**config.mk**
```make
export PLATFORM = sky130hd
export DESIGN_NAME = uart_cmd_parser
export DESIGN_NICKNAME = d
export VERILOG_FILES = /design/src/rtl/uart_cmd_parser.sv
export SDC_FILE = /design/constraint.sdc
export NUM_CORES = 1
export LEC_CHECK = 0
export ABC_AREA = 1
export CAP_MARGIN = 5
export CORE_MARGIN = 2
export CORE_UTILIZATION = 50
export DETAILED_ROUTE_END_ITERATION = 10
export PLACE_DENSITY_LB_ADDON = 0.08
export SLEW_MARGIN = 20
export SYNTH_ARGS = -nofsm -noshare
export SYNTH_HDL_FRONTEND = slang
export SYNTH_SLANG_ARGS = --single-unit
```
**constraint.sdc**
```tcl
create_clock -name clk -period 4 [get_ports clk]
set_input_delay 1 -clock clk [delete_from_list [all_inputs] [get_ports clk]]
set_output_delay 1 -clock clk [all_outputs]
set_load 0.01 [all_outputs]
```
**src/rtl/uart_cmd_parser.sv**
```systemverilog
// uart_cmd_parser: frame parser and command sequencer between the UART byte
// receiver and the EVM control core.
//
// Frame format: SOF, CMD, LEN, PAYLOAD[LEN], CHK where CHK is the XOR of
// CMD, LEN and every payload byte. A validated command is held on a
// valid/ready interface. Length errors, checksum errors, inter-byte
// timeouts and bytes dropped while a command is held are reported as
// one-cycle pulses.
//
// Optional build macro UART_CMD_PARSER_STATS_EN adds the stats_clr input and
// the saturating 16-bit frame_cnt / err_cnt counters.

module uart_cmd_parser #(
    parameter int unsigned MAX_LEN      = 4,
    parameter logic [7:0]  SOF_BYTE     = 8'hA5,
    parameter int unsigned TIMEOUT_CLKS = 100000
) (
    input  logic                   clk,
    input  logic                   rst,
    input  logic [7:0]             rx_data,
    input  logic                   rx_valid,
    output logic                   cmd_valid,
    input  logic                   cmd_ready,
    output logic [7:0]             cmd_code,
    output logic [3:0]             cmd_len,
    output logic [8*MAX_LEN-1:0]   cmd_data,
    output logic                   err_chk,
    output logic                   err_len,
    output logic                   err_timeout,
    output logic                   err_overrun
`ifdef UART_CMD_PARSER_STATS_EN
    ,
    input  logic                   stats_clr,
    output logic [15:0]            frame_cnt,
    output logic [15:0]            err_cnt
`endif
);

    localparam int unsigned TO_W      = $clog2(TIMEOUT_CLKS);
    // Expiry fires on the idle clock that would bring the count to TIMEOUT_CLKS-1.
    localparam logic [TO_W-1:0] TO_LAST = TO_W'(TIMEOUT_CLKS - 2);
    localparam logic [7:0]  MAX_LEN_B = 8'(MAX_LEN);

    typedef enum logic [2:0] {
        IDLE    = 3'd0,
        GET_CMD = 3'd1,
        GET_LEN = 3'd2,
        GET_PAY = 3'd3,
        GET_CHK = 3'd4,
        HOLD    = 3'd5
    } state_t;

    state_t          state;
    logic [7:0]      chk;
    logic [3:0]      idx;
    logic [TO_W-1:0] to_cnt;

    logic in_frame_c;
    logic expire_c;

    // The timeout only runs while a frame is being assembled.
    assign in_frame_c = (state == GET_CMD) || (state == GET_LEN) ||
                        (state == GET_PAY) || (state == GET_CHK);

    // A byte in the expiry cycle wins over the timeout.
    assign expire_c = in_frame_c && !rx_valid && (to_cnt == TO_LAST);

    // Frame FSM, datapath registers and error pulses.
    always_ff @(posedge clk or posedge rst) begin
        if (rst) begin
            state       <= IDLE;
            chk         <= '0;
            idx         <= '0;
            to_cnt      <= '0;
            cmd_valid   <= 1'b0;
            cmd_code    <= '0;
            cmd_len     <= '0;
            cmd_data    <= '0;
            err_chk     <= 1'b0;
            err_len     <= 1'b0;
            err_timeout <= 1'b0;
            err_overrun <= 1'b0;
        end else begin
            err_chk     <= 1'b0;
            err_len     <= 1'b0;
            err_timeout <= 1'b0;
            err_overrun <= 1'b0;

            // Every byte, every state change and every non-frame state restarts the count.
            if (!in_frame_c || rx_valid || expire_c) begin
                to_cnt <= '0;
            end else begin
                to_cnt <= to_cnt + TO_W'(1);
            end

            case (state)
                IDLE: begin
                    if (rx_valid && (rx_data == SOF_BYTE)) begin
                        cmd_data <= '0;
                        chk      <= '0;
                        state    <= GET_CMD;
                    end
                end

                GET_CMD: begin
                    if (rx_valid) begin
                        cmd_code <= rx_data;
                        chk      <= rx_data;
                        state    <= GET_LEN;
                    end
                end

                GET_LEN: begin
                    if (rx_valid) begin
                        if (rx_data > MAX_LEN_B) begin
                            err_len <= 1'b1;
                            state   <= IDLE;
                        end else begin
                            cmd_len <= rx_data[3:0];
                            chk     <= chk ^ rx_data;
                            idx     <= '0;
                            if (rx_data == 8'd0) begin
                                state <= GET_CHK;
                            end else begin
                                state <= GET_PAY;
                            end
                        end
                    end
                end

                GET_PAY: begin
                    if (rx_valid) begin
                        for (int unsigned i = 0; i < MAX_LEN; i++) begin
                            if (idx == 4'(i)) begin
                                cmd_data[8*i +: 8] <= rx_data;
                            end
                        end
                        chk <= chk ^ rx_data;
                        if (idx == (cmd_len - 4'd1)) begin
                            state <= GET_CHK;
                        end else begin
                            idx <= idx + 4'd1;
                        end
                    end
                end

                GET_CHK: begin
                    if (rx_valid) begin
                        if (rx_data == chk) begin
                            cmd_valid <= 1'b1;
                            state     <= HOLD;
                        end else begin
                            err_chk <= 1'b1;
                            state   <= IDLE;
                        end
                    end
                end

                HOLD: begin
                    // The held command is never overwritten; incoming bytes are lost.
                    if (rx_valid) begin
                        err_overrun <= 1'b1;
                    end
                    if (cmd_valid && cmd_ready) begin
                        cmd_valid <= 1'b0;
                        state     <= IDLE;
                    end
                end

                default: begin
                    state <= IDLE;
                end
            endcase

            // Abandon the frame when the inter-byte gap expires.
            if (expire_c) begin
                err_timeout <= 1'b1;
                state       <= IDLE;
            end
        end
    end

`ifdef UART_CMD_PARSER_STATS_EN
    logic handshake_c;
    logic any_err_c;

    assign handshake_c = cmd_valid && cmd_ready;
    assign any_err_c   = err_chk || err_len || err_timeout || err_overrun;

    // Saturating frame/error counters; clear wins over a same-cycle increment.
    always_ff @(posedge clk or posedge rst) begin
        if (rst) begin
            frame_cnt <= '0;
            err_cnt   <= '0;
        end else if (stats_clr) begin
            frame_cnt <= '0;
            err_cnt   <= '0;
        end else begin
            if (handshake_c && (frame_cnt != 16'hFFFF)) begin
                frame_cnt <= frame_cnt + 16'd1;
            end
            if (any_err_c && (err_cnt != 16'hFFFF)) begin
                err_cnt <= err_cnt + 16'd1;
            end
        end
    end
`endif

endmodule

```
* After elaboration in Yosys (flattened, before gate mapping)
Cells that the tools add are included.
** Storage, ports and cells
- Bits in registers :: 81
- Bits of input ports :: 12
- Output and inout port bits :: 49
- Word-level logic and storage cells :: 125
** Operators by class
- $add $sub $neg :: 3
- Magnitude comparators :: 1
- Equal/unequal tests :: 32
- Mux-type cells :: 44
- Bitwise operators :: 2
- Reduce and logical (&&, ||, !) cells :: 28
** Operators by type and width (count)
- 8-bit 2-to-1 mux :: 9
- 32-bit 2-to-1 mux :: 2
- 32-bit case mux with 2 select lines :: 1
- 3-bit 2-to-1 mux :: 11
- 8-bit case mux with 4 select lines :: 1
- 4-bit AND reduction :: 5
- 3-bit != test (second input constant) :: 6
- 3-bit case mux with 6 select lines :: 1
- 17-bit by 1-bit adder with 17-bit output (second input constant) :: 1
- 17-bit == test (second input constant) :: 1
- 17-bit 2-to-1 mux :: 1
- 4-bit 2-to-1 mux :: 4
- 2-bit != test (second input constant) :: 8
- 1-bit 2-to-1 mux :: 12
- 2-bit by 1-bit != test with 1-bit output (second input constant) :: 5
- 4-bit by 2-bit == test with 1-bit output (second input constant) :: 2
- 8-bit == test :: 1
- 8-bit == test (second input constant) :: 1
- 8-bit by 3-bit > comparator with 1-bit output (second input constant) :: 1
- 8-bit zero test :: 1
- 4-bit case mux with 2 select lines :: 1
- 8-bit bitwise XOR :: 1
- 7-bit AND reduction :: 1
- 3-bit by 2-bit == test with 1-bit output (second input constant) :: 2
- 20 further kinds :: 31

* Logic depth before layout (Yosys ltp)
- Depth after elaboration :: 8
- Depth in mapped cells :: 14
- Mapped depth without buffers :: 14

* Least setup slack after synthesis
Ideal clock, no wire load.
- Kind :: input port to flip-flop
- Start point :: input rx_data[6]
- End point :: register chk[1]
- Library setup time :: 121 ps
- Arrival time :: 2039 ps
- Required time :: 3879 ps
- Setup slack :: 1840 ps
- Stages :: 9
- Path buffers :: 1
- Cell sequence :: inv_1 -> nand2_1 -> nor2_1 -> nand2_1 -> o21ai_1 -> nand2_1 -> buf_4 -> nor2_1 -> a21oi_1
** On the way
- Cells in the longest elaborated chain, start to end :: 4
- Elaborated cells on any way between the ends :: 6
- Classes of those cells :: order compare (1); eq/ne (3); reduce/logical (2)
** Ends and longest elaborated chain
- from (decl) :: RTL line 20 : input logic [7:0] rx_data,
- parallel branches: the longest is 3 deep, another holds 8-bit by 3-bit > comparator with 1-bit output
- 6-bit AND reduction (no source line) (*)
- to (signal assigned) :: RTL line 108 : chk <= rx_data;
- to (signal assigned) :: RTL line 120 : chk <= chk ^ rx_data;
- to (signal assigned) :: RTL line 138 : chk <= chk ^ rx_data;
- to (decl) :: RTL line 54 : logic [7:0] chk;
Every way passes the cells marked *.
A chain may end at the register's enable or synchronous reset.

* Worst setup path in the final report
- Start point :: input rx_data[3]
- End point :: register chk[1]
The elaborated chain is that of the path after synthesis.

==> results_dict.tcl <==
set metrics [dict create \
    worstReg2RegEnd "cmd_data[18]" \
    critPathMaxFanout 12 \
    finalPower_mw 3.11 \
    dieArea_um2 9080 \
    holdPathEnd "cmd_code[1]" \
    area.growth.synth_to_final_pct 20.8 \
    critical_path_required_ps 4220 \
    wl_per_cell_um 13.2 \
    post-cts-setup-buffer-count 0 \
    grt_pass1_vias 3165 \
    postCtsHoldBufs 0 \
    synth_seq_cells 81 \
    finalClockSkew_ps 11.4 \
    r2r_slack_ps 1680 \
    start_util 0.512 \
    slew_headroom 0.474 \
    synth_area_leaders "dfrtp_1, nand2_1, inv_1" \
    cap_violations 0 \
    p_sw_mw 1.26 \
    crit_type "in2reg" \
    clockBufferDepth 2 \
    grt-ovfl-total 0 \
    rows 33 \
    track_usage 0.220 \
    cts_tree "yes" \
    leakage_nw 2.33 \
    vias 3543 \
    finalWirelength_mm 9.36 \
    p_per_area_nw_per_um2 617 \
    nFillCells 730 \
    drive_gt1_frac 0.0580 \
    period_share 0.673 \
    cts_sinks 81 \
    hold_slack_ps 494 \
    finalCriticalPeriod_ps 2690 \
    cts.clk_slew.worst_paths_ps 90 \
    holdCritPathClass "reg2reg" \
    grt_max_degree 64 \
    port_buffers 60 \
    worst_pin_slew_ps 788 \
    yosysUniqueCellTypes 33 \
    drv_slew 0 \
    synth_fp_nets 553 \
    sw_frac_of_total 0.406 \
    synth_top_area_cell "dfrtp_1" \
    synth_top_area_share 0.487 \
    io_pins 61 \
    r2r_cells 11 \
    design_area_um2 5030 \
    power.share.clock 0.186 \
    dr.pass1.iters 4 \
    rsz0062_at_grt "false" \
    fin_nets 617 \
    drt_iter0_drc 201 \
    syn_avg_cell_area_um2 7.80 \
    crit_path_top_delay_cell "clkdlybuf4s50_1" \
    ys_seq_area_frac 0.487 \
    drt-vias-per-instance 5.00 \
    antenna_found_initial 0 \
    die_y_um 95.3 \
    endpoint_kind "flop" \
    combPwrFrac 0.434 \
    cts_buffers 9 \
    min_from "cmd_code[1]" \
    seqCellArea_um2 2030 \
    r2r-start "state[2]" \
    syn_inst 534 \
    die_x_um 95.3 \
    dpl.hpwl_mm 6.82 \
    dpl_cell_area_um2 4840 \
    fin_tns_setup_ps 0 \
    synth_warnings 0 \
    route.detailed.drc 0 \
    p_seq_frac 0.380 \
    grt_pass1_wl_mm 15.3 \
    cts_resized 0 \
    status "finished clean" \
    synth_area_um2 4170 \
    peakVddDrop_mv 0.382 \
    ant_nets 0 \
    crit_chain "clkdlybuf4s50_1, nor2_1, nand2_1, nor2_1, nand2_1, o21ai_1, nand2_1, nor2_1, a21oi_1" \
    max_stage_delay_ps 460 \
    hold_viol 0 \
    start_kind "input pin" \
    root_buffer "clkbuf_8" \
    arrival_ps 2910 \
    diodes 0 \
    fmax_mhz 372 \
    htreeDepth 3 \
    whs_path_depth 2 \
    p_int_mw 1.85 \
    setup_viol 0 \
    core-area_um2 8130 \
    insertion_delay_ps 350 \
    gp_congestion 0.906 \
    multiInputGateArea_um2 1730 \
    critPathLaunch "rx_data[3]" \
]
==> cell usage in the layout (no fill, tap or decap), drive strengths merged <==
master	n
nand2	142
inv	91
dfrtp	81
nor2	66
clkdlybuf4s50	60
o21ai	56
nand3	20
a21oi	14
clkbuf	12
nor3	11
o22ai	8
ha	7
xnor2	6
xor2	6
nand4	5
nor3b	4
nor4	3
or2	3
buf	2
a211oi	1
o21a	1
and2	1
a31oi	1
clkinvlp	1
clkinv	1
==> stage by stage <==
stage	worst slack, ps	util	std cells
after floorplan	920	-	534
after global placement	1080	0.595	692
after detailed placement	1000	0.595	692
after CTS	1350	0.619	708
after global routing	1130	0.619	708
final	1310	0.619	708
==> critical path, delay by kind of cell <==
| kind | cells | cell delay, ps |
|---|---|---|
| AND/OR/NAND/NOR | 6 | 1080 |
| AO/OA/AOI/OAI | 2 | 360 |
| buffers and inverters | 1 | 460 |
==> power groups by stage <==
stage | logic (mW) | clock network [mW] | registers [mW]
after floorplan | 0.852 | 0 | 1.25
after global placement | 1.32 | 0 | 1.19
after detailed placement | 1.35 | 0 | 1.20
after CTS | 1.35 | 0.590 | 1.18
after global routing | 1.51 | 0.627 | 1.21
final | 1.35 | 0.578 | 1.18
==> synthesized netlist by cell type, drive strengths merged <==
master	count
a211oi	1
nor4	3
xnor2	6
nand3	20
inv	89
o22ai	8
and2	1
buf	8
o21ai	56
nor3b	4
xor2	6
a31oi	1
nand4	5
nor3	11
ha	7
dfrtp	81
a21oi	14
clkbuf	1
nand2	142
nor2	66
o21a	1
or2	3
==> how the worst max path moves through the flow <==
| stage | to | slack (ps) | cells after the start |
|---|---|---|---|
| 2_1_floorplan | chk[0] | 920 | 1 |
| 3_3_place_gp | chk[1] | 1080 | 9 |
| 3_5_place_dp | chk[1] | 1000 | 9 |
| 4_1_cts | chk[1] | 1350 | 9 |
| 5_1_grt | chk[7] | 1130 | 9 |
| 6_report | chk[1] | 1310 | 9 |
==> cell families after synthesis <==
logic type                 share of synthesized area
buffers and inverters                         0.0973
AOI/OAI and AO/OA                              0.116
DFF                                            0.487
and+or+nand+nor                                0.254
adders and majority gates                     0.0210
xor gates and xnor gates                      0.0252
==> layout make-up <==
class | count | share of cell area
Clock buffer | 12 | 0.0308
Clock inverter | 4 | 0.00671
Inverter | 89 | 0.0669
Multi-Input combinational cell | 355 | 0.344
Sequential cell | 81 | 0.403
Tap cell | 105 | 0.0261
Timing Repair Buffer | 62 | 0.122
==> routing by layer <==
layer	track usage	part of all wire
met1	0.328	0.49
met2	0.335	0.45
met3	0.0356	0.047
met4	0.0580	0.011
met5	0	0
==> sequential cells by signal, summed over array words and instances (netlist names) <==
register / flops
err_len: 1
idx: 4
cmd_valid: 1
err_timeout: 1
err_overrun: 1
state: 3
to_cnt: 17
cmd_data: 32
cmd_code: 8
chk: 8
cmd_len: 4
err_chk: 1
(Power assumes the default switching activity.)
